`config.mk`:
```
export PLATFORM = sky130hd
export DESIGN_NAME = screen_ctrl_flat
export DESIGN_NICKNAME = d
export VERILOG_FILES = /design/src/rtl/screen_ctrl_if.sv /design/src/rtl/screen_ctrl.sv /design/src/flat_wrapper.sv
export SDC_FILE = /design/constraint.sdc
export NUM_CORES = 1
export LEC_CHECK = 0
export ABC_AREA = 1
export CORE_UTILIZATION = 30
export CTS_BUF_LIST = sky130_fd_sc_hd__clkbuf_4 sky130_fd_sc_hd__clkbuf_8 sky130_fd_sc_hd__clkbuf_16
export DETAILED_ROUTE_END_ITERATION = 8
export GPL_TIMING_DRIVEN = 0
export MAX_ROUTING_LAYER = met4
export PLACE_DENSITY = 0.57
export SYNTH_ARGS = -nofsm -noshare
export SYNTH_HDL_FRONTEND = slang
export SYNTH_SLANG_ARGS = --single-unit
```
`constraint.sdc`:
```
create_clock -name i_clk65MHz -period 2.5 [get_ports i_clk65MHz]
set_input_delay 0.375 -clock i_clk65MHz [delete_from_list [all_inputs] [get_ports i_clk65MHz]]
set_output_delay 0.375 -clock i_clk65MHz [all_outputs]
set_load 0.01 [all_outputs]
```
`src/rtl/screen_ctrl_if.sv`:
```
// Screen-select bundle between the game-flow controller and its neighbours (buttons, scores, bg drawer).
interface screen_ctrl_if #(
    parameter int SCORE_W = 4
);
    logic               vblnk;
    logic               btn_single;
    logic               btn_multi;
    logic               btn_back;
    logic [SCORE_W-1:0] score_left;
    logic [SCORE_W-1:0] score_right;
    logic               screen_single;
    logic               screen_multi;
    logic               game_over;
    logic [1:0]         winner;
    logic               game_rst;

    modport master (
        output vblnk, btn_single, btn_multi, btn_back, score_left, score_right,
        input  screen_single, screen_multi, game_over, winner, game_rst
    );

    modport slave (
        input  vblnk, btn_single, btn_multi, btn_back, score_left, score_right,
        output screen_single, screen_multi, game_over, winner, game_rst
    );
endinterface

```
`src/rtl/screen_ctrl.sv`:
```
// Game-flow controller: IDLE / SINGLE / MULTI / OVER, switching only at vblnk rise.
// Outputs registered from next state (1 clk after first vblnk-high cycle); no backpressure, button rises are latched per frame.
module screen_ctrl #(
    parameter int WIN_SCORE   = 10,
    parameter int OVER_FRAMES = 180,
    parameter int SCORE_W     = 4
) (
    input  logic          i_clk65MHz,
    input  logic          i_rst,
    screen_ctrl_if.slave  io_scr
);
    localparam int CNT_W = $clog2(OVER_FRAMES + 1);
    localparam logic [CNT_W-1:0] CNT_INIT = CNT_W'(OVER_FRAMES - 1);

    typedef enum logic [1:0] {S_IDLE, S_SINGLE, S_MULTI, S_OVER} state_t;
    typedef enum logic [1:0] {P_NONE, P_SINGLE, P_MULTI, P_BACK} pend_t;

    state_t             r_state, w_state_nxt;
    pend_t              r_pend, w_pend_nxt, w_rise_req;
    logic               r_mode_multi, w_mode_multi_nxt;
    logic [CNT_W-1:0]   r_cnt, w_cnt_nxt;
    logic [1:0]         r_winner, w_winner_nxt;
    logic               r_vblnk_q, r_btn_s_q, r_btn_m_q, r_btn_b_q;
    logic               r_scr_single, r_scr_multi, r_game_over, r_game_rst;
    logic               w_scr_single_nxt, w_scr_multi_nxt, w_game_over_nxt, w_game_rst_nxt;
    logic               w_tick, w_rise_s, w_rise_m, w_rise_b;
    logic               w_left_win, w_right_win;
    logic [SCORE_W-1:0] w_score_l, w_score_r;

    assign w_score_l   = io_scr.score_left;
    assign w_score_r   = io_scr.score_right;
    assign w_left_win  = int'(w_score_l) >= WIN_SCORE;
    assign w_right_win = int'(w_score_r) >= WIN_SCORE;

    assign w_tick   = io_scr.vblnk      & ~r_vblnk_q;
    assign w_rise_s = io_scr.btn_single & ~r_btn_s_q;
    assign w_rise_m = io_scr.btn_multi  & ~r_btn_m_q;
    assign w_rise_b = io_scr.btn_back   & ~r_btn_b_q;

    always_comb begin
        w_rise_req       = P_NONE;
        if (w_rise_b)      w_rise_req = P_BACK;
        else if (w_rise_m) w_rise_req = P_MULTI;
        else if (w_rise_s) w_rise_req = P_SINGLE;

        w_state_nxt      = r_state;
        w_mode_multi_nxt = r_mode_multi;
        w_cnt_nxt        = r_cnt;
        w_winner_nxt     = r_winner;
        w_game_rst_nxt   = 1'b0;
        w_pend_nxt       = (w_rise_req != P_NONE) ? w_rise_req : r_pend;

        if (w_tick) begin
            // The pending request is consumed (or dropped) at every frame; a rise on this cycle carries over.
            w_pend_nxt = w_rise_req;
            case (r_state)
                S_IDLE: begin
                    if (r_pend == P_SINGLE || r_pend == P_MULTI) begin
                        w_state_nxt      = (r_pend == P_MULTI) ? S_MULTI : S_SINGLE;
                        w_mode_multi_nxt = (r_pend == P_MULTI);
                        w_game_rst_nxt   = 1'b1;
                    end
                end
                S_SINGLE, S_MULTI: begin
                    if (r_pend == P_BACK) begin
                        w_state_nxt  = S_IDLE;
                        w_winner_nxt = 2'b00;
                    end else if (w_left_win || w_right_win) begin
                        w_state_nxt  = S_OVER;
                        w_winner_nxt = {w_right_win, w_left_win};
                        w_cnt_nxt    = CNT_INIT;
                    end
                end
                S_OVER: begin
                    if (r_pend == P_BACK || r_cnt == '0) begin
                        w_state_nxt  = S_IDLE;
                        w_winner_nxt = 2'b00;
                    end else begin
                        w_cnt_nxt = r_cnt - CNT_W'(1);
                    end
                end
                default: begin
                    w_state_nxt  = S_IDLE;
                    w_winner_nxt = 2'b00;
                end
            endcase
        end

        w_scr_single_nxt = (w_state_nxt == S_SINGLE) || (w_state_nxt == S_OVER && !w_mode_multi_nxt);
        w_scr_multi_nxt  = (w_state_nxt == S_MULTI)  || (w_state_nxt == S_OVER &&  w_mode_multi_nxt);
        w_game_over_nxt  = (w_state_nxt == S_OVER);
    end

    always_ff @(posedge i_clk65MHz) begin
        if (i_rst) begin
            r_state      <= S_IDLE;
            r_pend       <= P_NONE;
            r_mode_multi <= 1'b0;
            r_cnt        <= '0;
            r_winner     <= 2'b00;
            r_vblnk_q    <= 1'b0;
            // Buttons held through reset must not look like fresh presses.
            r_btn_s_q    <= 1'b1;
            r_btn_m_q    <= 1'b1;
            r_btn_b_q    <= 1'b1;
            r_scr_single <= 1'b0;
            r_scr_multi  <= 1'b0;
            r_game_over  <= 1'b0;
            r_game_rst   <= 1'b0;
        end else begin
            r_state      <= w_state_nxt;
            r_pend       <= w_pend_nxt;
            r_mode_multi <= w_mode_multi_nxt;
            r_cnt        <= w_cnt_nxt;
            r_winner     <= w_winner_nxt;
            r_vblnk_q    <= io_scr.vblnk;
            r_btn_s_q    <= io_scr.btn_single;
            r_btn_m_q    <= io_scr.btn_multi;
            r_btn_b_q    <= io_scr.btn_back;
            r_scr_single <= w_scr_single_nxt;
            r_scr_multi  <= w_scr_multi_nxt;
            r_game_over  <= w_game_over_nxt;
            r_game_rst   <= w_game_rst_nxt;
        end
    end

    assign io_scr.screen_single = r_scr_single;
    assign io_scr.screen_multi  = r_scr_multi;
    assign io_scr.game_over     = r_game_over;
    assign io_scr.winner        = r_winner;
    assign io_scr.game_rst      = r_game_rst;
endmodule

```
`src/flat_wrapper.sv`:
```
// flat-port wrapper written by rule: the top's interface ports become plain ports
module screen_ctrl_flat 
#(
    parameter int WIN_SCORE   = 10,
    parameter int OVER_FRAMES = 180,
    parameter int SCORE_W     = 4
)
  (i_clk65MHz, i_rst, io_scr_vblnk, io_scr_btn_single, io_scr_btn_multi, io_scr_btn_back, io_scr_score_left, io_scr_score_right, io_scr_screen_single, io_scr_screen_multi, io_scr_game_over, io_scr_winner, io_scr_game_rst);
  screen_ctrl_if #(.SCORE_W(SCORE_W)) io_scr_i ();
  input  logic i_clk65MHz;
  input  logic i_rst;
  input wire logic [$bits(io_scr_i.vblnk)-1:0] io_scr_vblnk;
  input wire logic [$bits(io_scr_i.btn_single)-1:0] io_scr_btn_single;
  input wire logic [$bits(io_scr_i.btn_multi)-1:0] io_scr_btn_multi;
  input wire logic [$bits(io_scr_i.btn_back)-1:0] io_scr_btn_back;
  input wire logic [$bits(io_scr_i.score_left)-1:0] io_scr_score_left;
  input wire logic [$bits(io_scr_i.score_right)-1:0] io_scr_score_right;
  output wire logic [$bits(io_scr_i.screen_single)-1:0] io_scr_screen_single;
  output wire logic [$bits(io_scr_i.screen_multi)-1:0] io_scr_screen_multi;
  output wire logic [$bits(io_scr_i.game_over)-1:0] io_scr_game_over;
  output wire logic [$bits(io_scr_i.winner)-1:0] io_scr_winner;
  output wire logic [$bits(io_scr_i.game_rst)-1:0] io_scr_game_rst;
  assign io_scr_i.vblnk = io_scr_vblnk;
  assign io_scr_i.btn_single = io_scr_btn_single;
  assign io_scr_i.btn_multi = io_scr_btn_multi;
  assign io_scr_i.btn_back = io_scr_btn_back;
  assign io_scr_i.score_left = io_scr_score_left;
  assign io_scr_i.score_right = io_scr_score_right;
  assign io_scr_screen_single = io_scr_i.screen_single;
  assign io_scr_screen_multi = io_scr_i.screen_multi;
  assign io_scr_game_over = io_scr_i.game_over;
  assign io_scr_winner = io_scr_i.winner;
  assign io_scr_game_rst = io_scr_i.game_rst;
  screen_ctrl #(.WIN_SCORE(WIN_SCORE), .OVER_FRAMES(OVER_FRAMES), .SCORE_W(SCORE_W)) u_core (.i_clk65MHz(i_clk65MHz), .i_rst(i_rst), .io_scr(io_scr_i));
endmodule
```
==> results_dict.tcl <==
set metrics [dict create \
    status "finished, final reports clean" \
    postCtsHoldBufs 0 \
    synth_top_cell_by_area "dfxtp_1" \
    cts_root_buf "clkbuf_8" \
    fin_nets 225 \
    dpl.hpwl_um 1930 \
    finalCritPeriodShare_pct 68.9 \
    synth.area.top_cells "dfxtp_1 (36%), nand2_1 (13%), inv_1 (7.4%)" \
    ys_types 25 \
    die_height_um 67.2 \
    synth_warnings 0 \
    netlist.area_leader.share_pct 36.1 \
    initial_core_util_pct 31.6 \
    drtIter0Drc 42 \
    io_buffers 16 \
    clockBufferDepth 2 \
    crit_path_max_fanout 5 \
    coreArea_um2 4030 \
    tns_ps 0 \
    htree_levels 1 \
    drive_gt1_share_pct 11.3 \
    worst_slew_pin_slew_ps 494 \
    clock_skew_ps 6.56 \
    grt_pass1_wl_um 4460 \
    worst_hold_slack_ps 382 \
    syn_to_final_growth_pct 21.1 \
    firstDrtPassIters 4 \
    min_path_type "input port to flop" \
    via_per_inst 4.45 \
    gr-total-overflow 0 \
    final_hold_viol_count 0 \
    vias 1131 \
    synthCells 184 \
    clock_latency_ps 270 \
    ys_seq_elements 23 \
    dieWidth_um 67.2 \
    drv_cap 0 \
    avgSynthCellArea_um2 6.93 \
    place_ws_ps 613 \
    pin_count 20 \
    cts.sinks 23 \
    seq_area_frac_synth_pct 36.1 \
    setup_viol 0 \
    layout_commonest_cell "nand2_1" \
    routed_wirelength_um 2510 \
    fill_cells 442 \
    crit_type "flop to flop" \
    syn-num-nets 204 \
    arrival_ps 1860 \
    critical_path.startpoint_type "flop" \
    cts_tree "done" \
    slew_violations 0 \
    final_cell_mix "nand2_1 (44), inv_1 (25), dfxtp_1 (23), nor2_1 (20), clkdlybuf4s50_1 (16)" \
    timing.final.ws_setup_ps 778 \
    required_ps 2640 \
    leakagePower_nw 0.715 \
    end_kind "flop" \
    clkTransAtPathRegs_ps 90 \
    post_cts_buffers 0 \
    ir_drop_uv 275 \
    reg2reg_setup_slack_ps 780 \
    power.total_uw 865 \
    grt_pass1_vias 1066 \
    cts_resized 0 \
    antenna_left 0 \
    slew_headroom_pct 67.1 \
    rows 23 \
    grt_max_degree 14 \
    drc_errors 0 \
    grt.total_usage_pct 13.5 \
    finalWeightedCongestion 0.755 \
    routedWlPerCell_um 9.89 \
    rsz0062_at_grt "no" \
    antenna_found_initial 0 \
    p_per_area_nw_per_um2 560 \
    final_util_pct 38.3 \
    num_antenna_cells 0 \
    numCtsBuffers 3 \
    finalCriticalPeriod_ps 1720 \
    synth_area_um2 1270 \
    dieArea_um2 4510 \
    fmax_ghz 0.581 \
]
kinds of logic after synthesis:
logic type      Yosys count  synth area share, %
fa+ha+maj                 6                 5.89
simple gates             98                 37.3
xor+xnor                  1                0.687
buf+inv                  31                 9.81
compound gates           25                 10.2
flops                    23                 36.1
metal layers:
| layer | GRT usage, % | routed length [um] | up-vias |
|---|---|---|---|
| li1 | - | - | 625 |
| met3 | 2.03 | 57 | 4 |
| met5 | - | 0 | - |
| met4 | 4.79 | 37 | 0 |
| met1 | 15.8 | 1260 | 486 |
| met2 | 23.1 | 1160 | 16 |
cell usage after synthesis:
cell type and instances:
nand2_1 44, inv_1 25, dfxtp_1 23, nor2_1 20, nand3_1 13, a21oi_1 11, o21ai_0 8, nand4_1 7
ha_1 6, nand2_2 4, o21ai_1 4, inv_2 3, or2_2 3, nand2_4 2, a21oi_2 1, a31oi_1 1
buf_1 1, buf_2 1, buf_6 1, nand2_8 1, nand3_4 1, nor2_2 1, nor2_4 1, nor3_1 1
xnor2_1 1
layout make-up:
cell class	instances	area, um2	share of cell area [%]
repair buffers	16	160	10.4
inverters	28	105	6.81
flip-flops and latches	23	460	29.8
multi-input cells	130	689	44.7
well taps	50	62.6	4.05
clock buffers	3	41.3	2.67
plain buffers	3	20.0	1.30
clock inverters	1	5.00	0.324
metrics by stage:
stage                     std cells  instance area (um2)
after floorplan                 184                 1270
after global placement          250                 1500
after detailed placement        250                 1500
after CTS                       254                 1540
after global routing            254                 1540
final                           254                 1540
where the power goes:
group | internal, mW | switching [mW]
combinational | 0.0933 | 0.136
sequential | 0.389 | 0.0120
clock | 0.111 | 0.123
final timing paths:
| path | cells after the start | end | from |
|---|---|---|---|
| max reg2reg | 8 | u_core.io_scr.winner[0] | u_core.r_state[0] |
| min | 2 | u_core.r_state[0] | i_rst |
| max | 8 | u_core.io_scr.winner[0] | u_core.r_state[0] |
| min reg2reg | 2 | u_core.r_cnt[7] | u_core.r_cnt[7] |
registers in the layout, indices dropped and copies added, names as in the netlist, 2 cells and up:
signal	flops
u_core.io_scr.winner	2
u_core.r_state	2
u_core.r_cnt	8
u_core.r_pend	2
critical path: stages (launching register included):
cell and delay [ps]:
dfxtp_1 420, inv_1 100, ha_1 360, nand2_1 130, inv_1 70, nand3_1 80, nand4_1 160, o21ai_0 200
nor2_1 60
No activity file was read; power rests on OpenSTA's default activity.
